File: config.mk
export PLATFORM = sky130hd
export DESIGN_NAME = soc_axi_initiator
export DESIGN_NICKNAME = d
export VERILOG_FILES = /design/src/rtl/soc_axi_init_pkg.sv /design/src/rtl/soc_axi_initiator.sv
export SDC_FILE = /design/constraint.sdc
export NUM_CORES = 1
export LEC_CHECK = 0
export ABC_AREA = 1
export BUFFER_PORTS_ARGS = -buffer_cell sky130_fd_sc_hd__buf_4
export CORE_MARGIN = 2
export CORE_UTILIZATION = 25
export CTS_CLUSTER_SIZE = 30
export DETAILED_ROUTE_END_ITERATION = 12
export SLEW_MARGIN = 10
export SYNTH_ARGS = -nofsm -noshare
export SYNTH_HDL_FRONTEND = slang
export SYNTH_SLANG_ARGS = --single-unit
File: constraint.sdc
create_clock -name aclk -period 5.9 [get_ports aclk]
set_input_delay 0.59 -clock aclk [delete_from_list [all_inputs] [get_ports aclk]]
set_output_delay 0.59 -clock aclk [all_outputs]
set_load 0.03 [all_outputs]
File: src/rtl/soc_axi_init_pkg.sv
// Shared types and AXI encodings for the single-outstanding AXI4 initiator.
package soc_axi_init_pkg;

    typedef enum logic [2:0] {
        ST_IDLE,
        ST_WR_ADDR,
        ST_RD_ADDR,
        ST_WR_RESP,
        ST_RD_DATA,
        ST_DONE
    } state_t;

    localparam logic [1:0] AXI_BURST_INCR  = 2'b01;
    localparam logic [2:0] AXI_SIZE_4B     = 3'b010;
    localparam logic [1:0] AXI_RESP_OKAY   = 2'b00;
    localparam logic [1:0] AXI_RESP_SLVERR = 2'b10;

    // Up to two stray beats (one B, one R) can arrive in the same cycle.
    function automatic logic [7:0] sat_add8(input logic [7:0] cnt, input logic [1:0] inc);
        logic [8:0] sum;
        sum = {1'b0, cnt} + {7'b0, inc};
        return sum[8] ? 8'hFF : sum[7:0];
    endfunction

endpackage

File: src/rtl/soc_axi_initiator.sv
// Single-outstanding AXI4 initiator: one command in, one single-beat AXI transfer, one response out.
// Optional response-wait timeout enabled by defining SOC_AXI_INIT_TIMEOUT_EN.
module soc_axi_initiator
    import soc_axi_init_pkg::*;
#(
    parameter int TAGW    = 16,
    parameter int TIMEOUT = 1024
) (
    input  logic            aclk,
    input  logic            rst,

    input  logic            cmd_valid,
    output logic            cmd_ready,
    input  logic            cmd_write,
    input  logic [31:0]     cmd_addr,
    input  logic [31:0]     cmd_wdata,
    input  logic [3:0]      cmd_wstrb,

    output logic            rsp_valid,
    input  logic            rsp_ready,
    output logic [31:0]     rsp_rdata,
    output logic [1:0]      rsp_resp,
    output logic            rsp_err,
    output logic [7:0]      stale_cnt,

    output logic            awvalid,
    input  logic            awready,
    output logic [31:0]     awaddr,
    output logic [TAGW-1:0] awid,
    output logic [7:0]      awlen,
    output logic [1:0]      awburst,
    output logic [2:0]      awsize,

    output logic            wvalid,
    input  logic            wready,
    output logic [31:0]     wdata,
    output logic [3:0]      wstrb,
    output logic            wlast,

    input  logic            bvalid,
    output logic            bready,
    input  logic [1:0]      bresp,
    input  logic [TAGW-1:0] bid,

    output logic            arvalid,
    input  logic            arready,
    output logic [31:0]     araddr,
    output logic [TAGW-1:0] arid,
    output logic [7:0]      arlen,
    output logic [1:0]      arburst,
    output logic [2:0]      arsize,

    input  logic            rvalid,
    output logic            rready,
    input  logic [31:0]     rdata,
    input  logic [1:0]      rresp,
    input  logic [TAGW-1:0] rid,
    input  logic            rlast
);

    state_t          state;
    state_t          state_next;
    logic [TAGW-1:0] id_cnt;
    logic [TAGW-1:0] id;
    logic [31:0]     addr_q;
    logic [31:0]     wdata_q;
    logic [3:0]      wstrb_q;
    logic            aw_done;
    logic            w_done;
    logic            b_match;
    logic            r_match;
    logic            timed_out;
    logic            b_stale;
    logic            r_stale;

    assign awaddr  = addr_q;
    assign araddr  = addr_q;
    assign awid    = id;
    assign arid    = id;
    assign awlen   = 8'd0;
    assign arlen   = 8'd0;
    assign awburst = AXI_BURST_INCR;
    assign arburst = AXI_BURST_INCR;
    assign awsize  = AXI_SIZE_4B;
    assign arsize  = AXI_SIZE_4B;
    assign wdata   = wdata_q;
    assign wstrb   = wstrb_q;
    assign wlast   = 1'b1;
    assign bready  = 1'b1;
    assign rready  = 1'b1;

    // Anything not consumed as the matching response is a stray beat, whatever the state.
    assign b_stale = bvalid & ~b_match;
    assign r_stale = rvalid & ~r_match;

`ifdef SOC_AXI_INIT_TIMEOUT_EN
    logic [31:0] wait_cnt;

    always_ff @(posedge aclk or posedge rst) begin
        if (rst) begin
            wait_cnt <= '0;
        end else if (state == ST_WR_RESP || state == ST_RD_DATA) begin
            wait_cnt <= wait_cnt + 32'd1;
        end else begin
            wait_cnt <= '0;
        end
    end

    assign timed_out = (state == ST_WR_RESP || state == ST_RD_DATA) &&
                       (wait_cnt == 32'(TIMEOUT - 1));
`else
    assign timed_out = 1'b0;
`endif

    always_ff @(posedge aclk or posedge rst) begin
        if (rst) begin
            state <= ST_IDLE;
        end else begin
            state <= state_next;
        end
    end

    always_comb begin
        state_next = state;
        cmd_ready  = 1'b0;
        awvalid    = 1'b0;
        wvalid     = 1'b0;
        arvalid    = 1'b0;
        rsp_valid  = 1'b0;
        b_match    = 1'b0;
        r_match    = 1'b0;
        case (state)
            ST_IDLE: begin
                cmd_ready = ~rst;
                if (cmd_valid && !rst) begin
                    state_next = cmd_write ? ST_WR_ADDR : ST_RD_ADDR;
                end
            end
            ST_WR_ADDR: begin
                awvalid = ~aw_done;
                wvalid  = ~w_done;
                if ((aw_done || awready) && (w_done || wready)) begin
                    state_next = ST_WR_RESP;
                end
            end
            ST_RD_ADDR: begin
                arvalid = 1'b1;
                if (arready) begin
                    state_next = ST_RD_DATA;
                end
            end
            ST_WR_RESP: begin
                b_match = bvalid && (bid == id);
                if (b_match || timed_out) begin
                    state_next = ST_DONE;
                end
            end
            ST_RD_DATA: begin
                r_match = rvalid && (rid == id);
                if (r_match || timed_out) begin
                    state_next = ST_DONE;
                end
            end
            ST_DONE: begin
                rsp_valid = 1'b1;
                if (rsp_ready) begin
                    state_next = ST_IDLE;
                end
            end
            default: state_next = ST_IDLE;
        endcase
    end

    // Command capture, AW/W handshake tracking, response capture and stray-beat counting.
    always_ff @(posedge aclk or posedge rst) begin
        if (rst) begin
            id_cnt    <= '0;
            id        <= '0;
            addr_q    <= '0;
            wdata_q   <= '0;
            wstrb_q   <= '0;
            aw_done   <= 1'b0;
            w_done    <= 1'b0;
            rsp_rdata <= '0;
            rsp_resp  <= '0;
            rsp_err   <= 1'b0;
            stale_cnt <= '0;
        end else begin
            if (state == ST_IDLE && cmd_valid) begin
                addr_q  <= cmd_addr;
                wdata_q <= cmd_wdata;
                wstrb_q <= cmd_wstrb;
                id      <= id_cnt;
                id_cnt  <= id_cnt + 1'b1;
                aw_done <= 1'b0;
                w_done  <= 1'b0;
            end
            if (awvalid && awready) begin
                aw_done <= 1'b1;
            end
            if (wvalid && wready) begin
                w_done <= 1'b1;
            end
            if (b_match) begin
                rsp_rdata <= '0;
                rsp_resp  <= bresp;
                rsp_err   <= (bresp != AXI_RESP_OKAY);
            end else if (r_match) begin
                rsp_rdata <= rdata;
                rsp_resp  <= rresp;
                rsp_err   <= (rresp != AXI_RESP_OKAY) || !rlast;
            end else if (timed_out) begin
                rsp_rdata <= '0;
                rsp_resp  <= AXI_RESP_SLVERR;
                rsp_err   <= 1'b1;
            end
            stale_cnt <= sat_add8(stale_cnt, {1'b0, b_stale} + {1'b0, r_stale});
        end
    end

endmodule

# Yosys cells after proc, flatten, opt, wreduce, memory -nomap -nowiden
# Cells that the tools add are included.
totals:
  output_inout_bits: 209
  reg_bits: 148
  inputBits: 147
op_classes:
  bitwise: 7
  n_mux: 25
  n_addsub: 3
  n_eq_ne: 13
  n_reduce_logical: 19
op_table:
  columns: ["operator", "n"]
  rows:
  - ["$mux W32", 2]
  - ["$eq A16 B16 Y1", 2]
  - ["$mux W3", 6]
  - ["$pmux W3 S6", 1]
  - ["$add A16 B1 Y16 const B", 1]
  - ["$mux W1", 12]
  - ["$ne A2 B2 Y1 const B", 6]
  - ["$reduce_bool A2 Y1", 5]
  - ["$add A8 B2 Y9", 1]
  - ["$mux W8", 1]
  - ["$logic_and A1 B1 Y1", 7]
  - ["$eq A3 B2 Y1 const B", 2]
  - ["$eq A3 B3 Y1 const B", 2]
  - ["$mux W2", 3]
  - ["$reduce_and A6 Y1", 1]
  - ["$not A1 Y1", 5]
  - ["$eq A3 B1 Y1 const B", 1]
  - ["$logic_not A3 Y1", 1]
  - ["$logic_or A1 B1 Y1", 3]
  - ["$add A1 B1 Y2", 1]
  - ["$and A1 B1 Y1", 2]
  - ["$logic_not A1 Y1", 2]

# Longest topological paths before layout
depth:
  ltp_word: 8
  mapped_depth: 19

# Worst setup path before layout
# OpenSTA, ideal clock, no wires.
synth_path:
  path_kind: "input port to flip-flop"
  start: "input rst"
  end: "register state[1]"
  slack_ns: 1.188
  n_path_buf: 0
  arrival_ns: 4.595
  required_ns: 5.783
  cell_stages: 6
  cell_sequence: "inv_1 -> a21oi_1 -> nor3_1 -> nand3_1 -> nand2_1 -> nand2_1"
synth_between:
  elab_chain_cells: 4
synth_rtl:
  columns: ["item", "line", "rtl"]
  rows:
  - ["from (decl)", "soc_axi_initiator.sv:10", "input logic rst,"]
  - ["$logic_not A1 Y1 (no source line)", null, null]
  - ["$logic_and A1 B1 Y1", "soc_axi_initiator.sv:135", "if (cmd_valid && !rst) begin"]
  - ["$ne A2 B2 Y1 (no source line)", null, null]
  - ["$reduce_and A6 Y1 (no source line)", null, null]
  - ["to (signal assigned)", "soc_axi_initiator.sv:119", "state <= state_next;"]
  - ["to (decl)", "soc_axi_initiator.sv:61", "state_t state;"]
# Every way passes these cells.
# A chain may end at the register's enable or synchronous reset.

# Worst setup path in the final report
layout_path:
  start: "register id[0] (netlist: arid[0])"
  end: "register stale_cnt[3]"
layout_between:
  elab_chain_cells: 8
  word_cells_on_any_way: 13
  cone_classes: "2 x add/sub; 2 x eq/ne; 3 x mux; 4 x bitwise; 2 x reduce/logical"
layout_rtl:
  columns: ["item", "line", "rtl"]
  rows:
  - ["from (decl)", "soc_axi_initiator.sv:64", "logic [TAGW-1:0] id;"]
  - ["from (signal assigned)", "soc_axi_initiator.sv:193", "id <= id_cnt;"]
  - ["$eq A16 B16 Y1 (on tied branches)", "soc_axi_initiator.sv:153, soc_axi_initiator.sv:159", null]
  - ["$logic_and A1 B1 Y1 (on tied branches)", "soc_axi_initiator.sv:153, soc_axi_initiator.sv:159", null]
  - ["$mux W1", "soc_axi_initiator.sv:132", "case (state)"]
  - ["$not A1 Y1 (on tied branches)", "soc_axi_initiator.sv:93, soc_axi_initiator.sv:94", null]
  - ["$and A1 B1 Y1 (on tied branches)", "soc_axi_initiator.sv:93, soc_axi_initiator.sv:94", null]
  - ["$add A1 B1 Y2 (*)", "soc_axi_initiator.sv:217", "stale_cnt <= sat_add8(stale_cnt, {1'b0, b_stale} + {1'b0, r_stale});"]
  - ["$add A8 B2 Y9 (*)", "soc_axi_init_pkg.sv:21", "sum = {1'b0, cnt} + {7'b0, inc};"]
  - ["$mux W8 (*)", "soc_axi_init_pkg.sv:22", "return sum[8] ? 8'hFF : sum[7:0];"]
  - ["to (signal assigned)", "soc_axi_initiator.sv:217", null]
  - ["to (decl)", "soc_axi_initiator.sv:24", "output logic [7:0] stale_cnt,"]
# Mark *: on every way between the ends. The rest lies on a longest branch, timed or not.

==> flow_results.org <==
** Synthesis
- Arithmetic-cell share of the synthesized area counting full adders, half adders and majority gates :: 0.00573
- Of the total synthesized cell area, the portion taken by AND, OR, NAND and NOR gates is 0.299.
- Fraction of synthesized area in multiplexers :: 0
- Averaged over all synthesized cells, the footprint is 8.21 µm².
- Primary flip-flop cell chosen by synthesis mapping :: sky130_fd_sc_hd__dfrtp_1
- Synthesis instantiated 37 different standard cells from the library.
- Register area share after synthesis :: 0.471
- The share of synthesized area in the top cell type comes to 0.471.
- Register bit total from synthesis :: 148
- Yosys warnings :: 0
- Synthesis produced a netlist whose cell count is 958.
- After synthesis, the largest family of logic cells by area is simple AND/OR/NAND/NOR gates.
- In this run, synthesis inferred 0 flip-flops with an integrated enable.
- Post-synthesis compound-gate area fraction :: 0.0468
- Sorting the synthesized cells by area gives the leading types as sky130_fd_sc_hd__dfrtp_1 (47%), sky130_fd_sc_hd__nand2_1 (18%), sky130_fd_sc_hd__buf_4 (7.5%).
- In the synthesized netlist the async set-or-reset flop fraction comes to 1.00.
- Combined area of all synthesized cells :: 7870 µm²
- Library cell with the largest summed area after synthesis :: sky130_fd_sc_hd__dfrtp_1
- Of the total synthesized cell area, the portion taken by XOR and XNOR cells is 0.0320.

** Worst setup path
- Worst path max stage delay :: 0.46 ns
- Slowest cell on crit path :: sky130_fd_sc_hd__dfrtp_1
- Maximum fanout along the worst path :: 11
- Start point of the critical path :: arid[0]$_DFFE_PP0P_
- The worst setup path is captured at a flop.
- Data on the critical path is required at its endpoint by 6.19 ns.
- Data arrival time at the worst-slack endpoint :: 3.41 ns
- Reg-to-reg startpoint :: arid[0]$_DFFE_PP0P_
- Crit path max-delay family :: simple AND/OR/NAND/NOR gates
- For the worst flop-to-flop path, the logic depth is 18.
- Cells traversed along the worst timing path :: inv_2 -> nor2_1 -> inv_1 -> nand2_1 -> nor2_1 -> nand2_1 -> nor2_1 -> nand3_1 -> nor2_2 -> nor2_1 -> fa_1 -> ha_1 -> nand2_1 -> nor2_1 -> inv_1 -> nor2_1 -> nand2_1 -> o21ai_0
- Critical Setup Path Class :: flop to flop
- Path length in cells of the critical path :: 18
- CP dominant cell by count :: sky130_fd_sc_hd__nor2_1
- Together, buffers and inverters on the worst path number 3.
- Nature of the critical path startpoint :: flop

** Timing
- In the finished design, the share of the clock period the worst path needs comes to 0.529.
- Setup repair after global routing left no endpoint under its margin.
- Total count of max-transition violations in the final report :: 0
- On the final layout, the worst clock skew is 0.0150 ns.
- The clock period could shrink to 3.12 ns.
- Sum of negative setup slack :: 0 ns
- Setup slack closes at 2.78 ns.
- For this run, the top clock speed supported by timing is 0.321 GHz.
- Headroom to the max-slew limit came out at 0.340.
- Final setup violation count :: 0
- The final hold violation count came to 0.
- Worst hold slack after final layout :: 0.275 ns
- Transition at the pin with the smallest max-transition slack :: 0.991 ns

** Clock network
- The number of gates resized after CTS was 0.
- CTS saw 148 sinks.
- Clk root buf :: sky130_fd_sc_hd__clkbuf_16
- Number of H-tree levels :: 4
- Clock buffer count from CTS :: 17
- CTS tree :: done
- Maximum buffer depth of the clock tree :: 2
- After clock tree synthesis, the clock-pin slew on the worst setup and hold paths is 0.07 ns.
- Insertion delay to the later sink of the worst-skew pair :: 0.43 ns
- Hold buffer count at CTS :: 0
- Once the clock tree was built, the setup fixing pass inserted 0 buffers.

** Power
- Net Switching :: 2.35 mW
- Leakage power figure :: 5.92 nW
- The share of total power dissipated in sequential elements is 0.312.
- Of the total power, the share spent switching nets is 0.457.
- Internal Dissipation :: 2.79 mW
- Of the total power, the clock network draws 0.213.
- The design draws 5.14 mW.
- Across the VDD grid, the largest voltage drop is 0.000282 V.
- Power spread over the standard cell area amounts to 479 nW/µm².
- The share of total power dissipated in combinational logic is 0.475.

** Placement
- Final weighted congestion of routability-driven global placement :: 0.758
- At the placement stage, the worst setup path has a slack of 2.50 ns.
- Dpl cells :: 1,603
- After legalization and detailed placement, the total HPWL measured 16,900 µm.
- Number of buffer cells added on primary ports :: 326

** Routing
- The detail route stage leaves a number of antenna-violating nets equal to 0.
- The pre-antenna-repair detailed-routing pass consisted of 5 iterations.
- For this run, design rule violations remaining after detail routing come to 0.
- Routed len/inst :: 13.7 µm
- Dividing the detail-routed via count by the number of cells gives 4.15.
- Number of violations reported at the end of detailed-routing iteration 0 :: 258
- Wire length after detailed routing :: 22,400 µm
- Across all layers, the routed design uses 6,780 vias.

** GRT
- After global routing the overflow that remains totals 0.
- Number of global-route vias before repair :: 6,725
- Entering global routing, the biggest net connects 83 pins.
- All-layer global routing usage :: 0.137
- Number of antenna violations at the first check in global routing :: 0
- Wire length of the first global-routing pass :: 35,800 µm

** Floorplan
- The die is 181 µm tall.
- Starting density of the core :: 0.256
- After floorplanning, the core was sized to cover 30,700 µm².
- Row generation in the floorplan step produced 64 rows.
- Die extent in x :: 181 µm
- The die covers 32,900 µm².
- Number of top-level pins :: 356

** Final layout
- Final net count :: 1,376
- Compared with the post-synthesis result, the final layout area differs by 36.4%.
- 0 antenna diodes ended up in the layout.
- Post-Layout Cell Count :: 1,633
- The library cell used most frequently in the layout, excluding fill and tap cells, is sky130_fd_sc_hd__nand2_1.
- In the final layout, the share of cells above drive strength 1 is 0.357.
- Counting the fill cells in the layout gives 3,275.
- In the layout the commonest cells are sky130_fd_sc_hd__nand2_1 (369), sky130_fd_sc_hd__buf_4 (329), sky130_fd_sc_hd__dfrtp_1 (148).

** Hold path
- The tightest min-delay check is of the input pin to asynchronous set/reset pin type.

** Flow run
- The tool flagged a number of max-cap violations equal to 0.

** Outcome
- Result of the run :: finished, final reports clean
[metrics by stage]
step / cell area (µm²) / util
after CTS: 10700 / 0.349
after floorplan: 7970 / -
final: 10700 / 0.349
after global routing: 10700 / 0.349
after detailed placement: 10200 / 0.330
after global placement: 10200 / 0.330
[synth_stat cells (2+ instances only)]
cell                         n
sky130_fd_sc_hd__nand2_1   369
sky130_fd_sc_hd__dfrtp_1   148
sky130_fd_sc_hd__inv_1      85
sky130_fd_sc_hd__buf_4      79
sky130_fd_sc_hd__nand3_1    43
sky130_fd_sc_hd__nor2_1     42
sky130_fd_sc_hd__nand3_2    23
sky130_fd_sc_hd__o21ai_0    22
sky130_fd_sc_hd__o21ai_2    22
sky130_fd_sc_hd__xnor2_1    16
sky130_fd_sc_hd__buf_2      15
sky130_fd_sc_hd__nand4_1    10
sky130_fd_sc_hd__buf_6       9
sky130_fd_sc_hd__inv_2       9
sky130_fd_sc_hd__xor2_1      9
sky130_fd_sc_hd__a21oi_1     7
sky130_fd_sc_hd__nor2_2      7
sky130_fd_sc_hd__nor2_4      5
sky130_fd_sc_hd__nor3_1      5
sky130_fd_sc_hd__clkbuf_1    4
sky130_fd_sc_hd__nand2_2     4
sky130_fd_sc_hd__a22o_1      2
sky130_fd_sc_hd__a31oi_1     2
sky130_fd_sc_hd__and2_1      2
sky130_fd_sc_hd__conb_1      2
sky130_fd_sc_hd__ha_1        2
sky130_fd_sc_hd__nand2_4     2
sky130_fd_sc_hd__nand4_4     2
sky130_fd_sc_hd__or2_2       2
sky130_fd_sc_hd__xnor2_2     2
[routing by layer]
metal,vias up,share of wire,routed length [µm],track usage
met4,0,0.017,374,0.0397
met2,259,0.48,10800,0.231
met3,20,0.080,1800,0.0463
li1,3384,-,-,-
met5,-,0,0,0
met1,3117,0.42,9400,0.166
[power groups by stage]
stage                     clock network, mW  registers (mW)  logic [mW]
after CTS                              1.13            1.61        2.48
after global routing                   1.18            1.65        2.64
after global placement                    0            1.61        2.46
after detailed placement                  0            1.61        2.48
final                                  1.10            1.60        2.44
after floorplan                           0            2.10        1.19
[registers in the layout, summed over array words and instances, names as in the netlist]
name and cells:
araddr 32, wstrb 4, wdata 32, stale_cnt 8, id_cnt 16, rsp_rdata 32
w_done 1, aw_done 1, state 3, arid 16, rsp_resp 2, rsp_err 1
[worst reg2reg max path: cells and delay by family (launching register included)]
kind,cells,cell delay [ns]
compound gates,1,0.11
fa+ha+maj,2,0.64
buf+inv,3,0.25
flops,1,0.46
simple gates,12,1.55
[final cells by class]
cell class | instances | area, µm² | share of cell area
Tap cell | 396 | 495 | 0.0462
Timing Repair Buffer | 329 | 2470 | 0.230
Clock buffer | 17 | 425 | 0.0397
Multi-Input combinational cell | 636 | 3130 | 0.291
Sequential cell | 148 | 3700 | 0.345
Clock inverter | 13 | 149 | 0.0139
Inverter | 94 | 358 | 0.0334
[cell families after synthesis]
logic type | after synthesis
buffers and inverters | 201
other | 2
AO/OA/AOI/OAI | 55
AND/OR/NAND/NOR | 522
XOR/XNOR | 27
flip-flops | 148
adder cells (fa/ha/maj) | 3
[final timing paths]
check | slack (ns) | endpoint
max | 2.78 | stale_cnt[3]$_DFF_PP0_
min | 0.27 | wdata[19]$_DFFE_PP0P_
max reg2reg | 2.78 | stale_cnt[3]$_DFF_PP0_
min reg2reg | 0.46 | id_cnt[4]$_DFFE_PP0P_
max in group asynchronous | 4.16 | arid[15]$_DFFE_PP0P_
min in group aclk | 0.36 | wdata[28]$_DFFE_PP0P_
No activity file was read; power rests on OpenSTA's default activity.
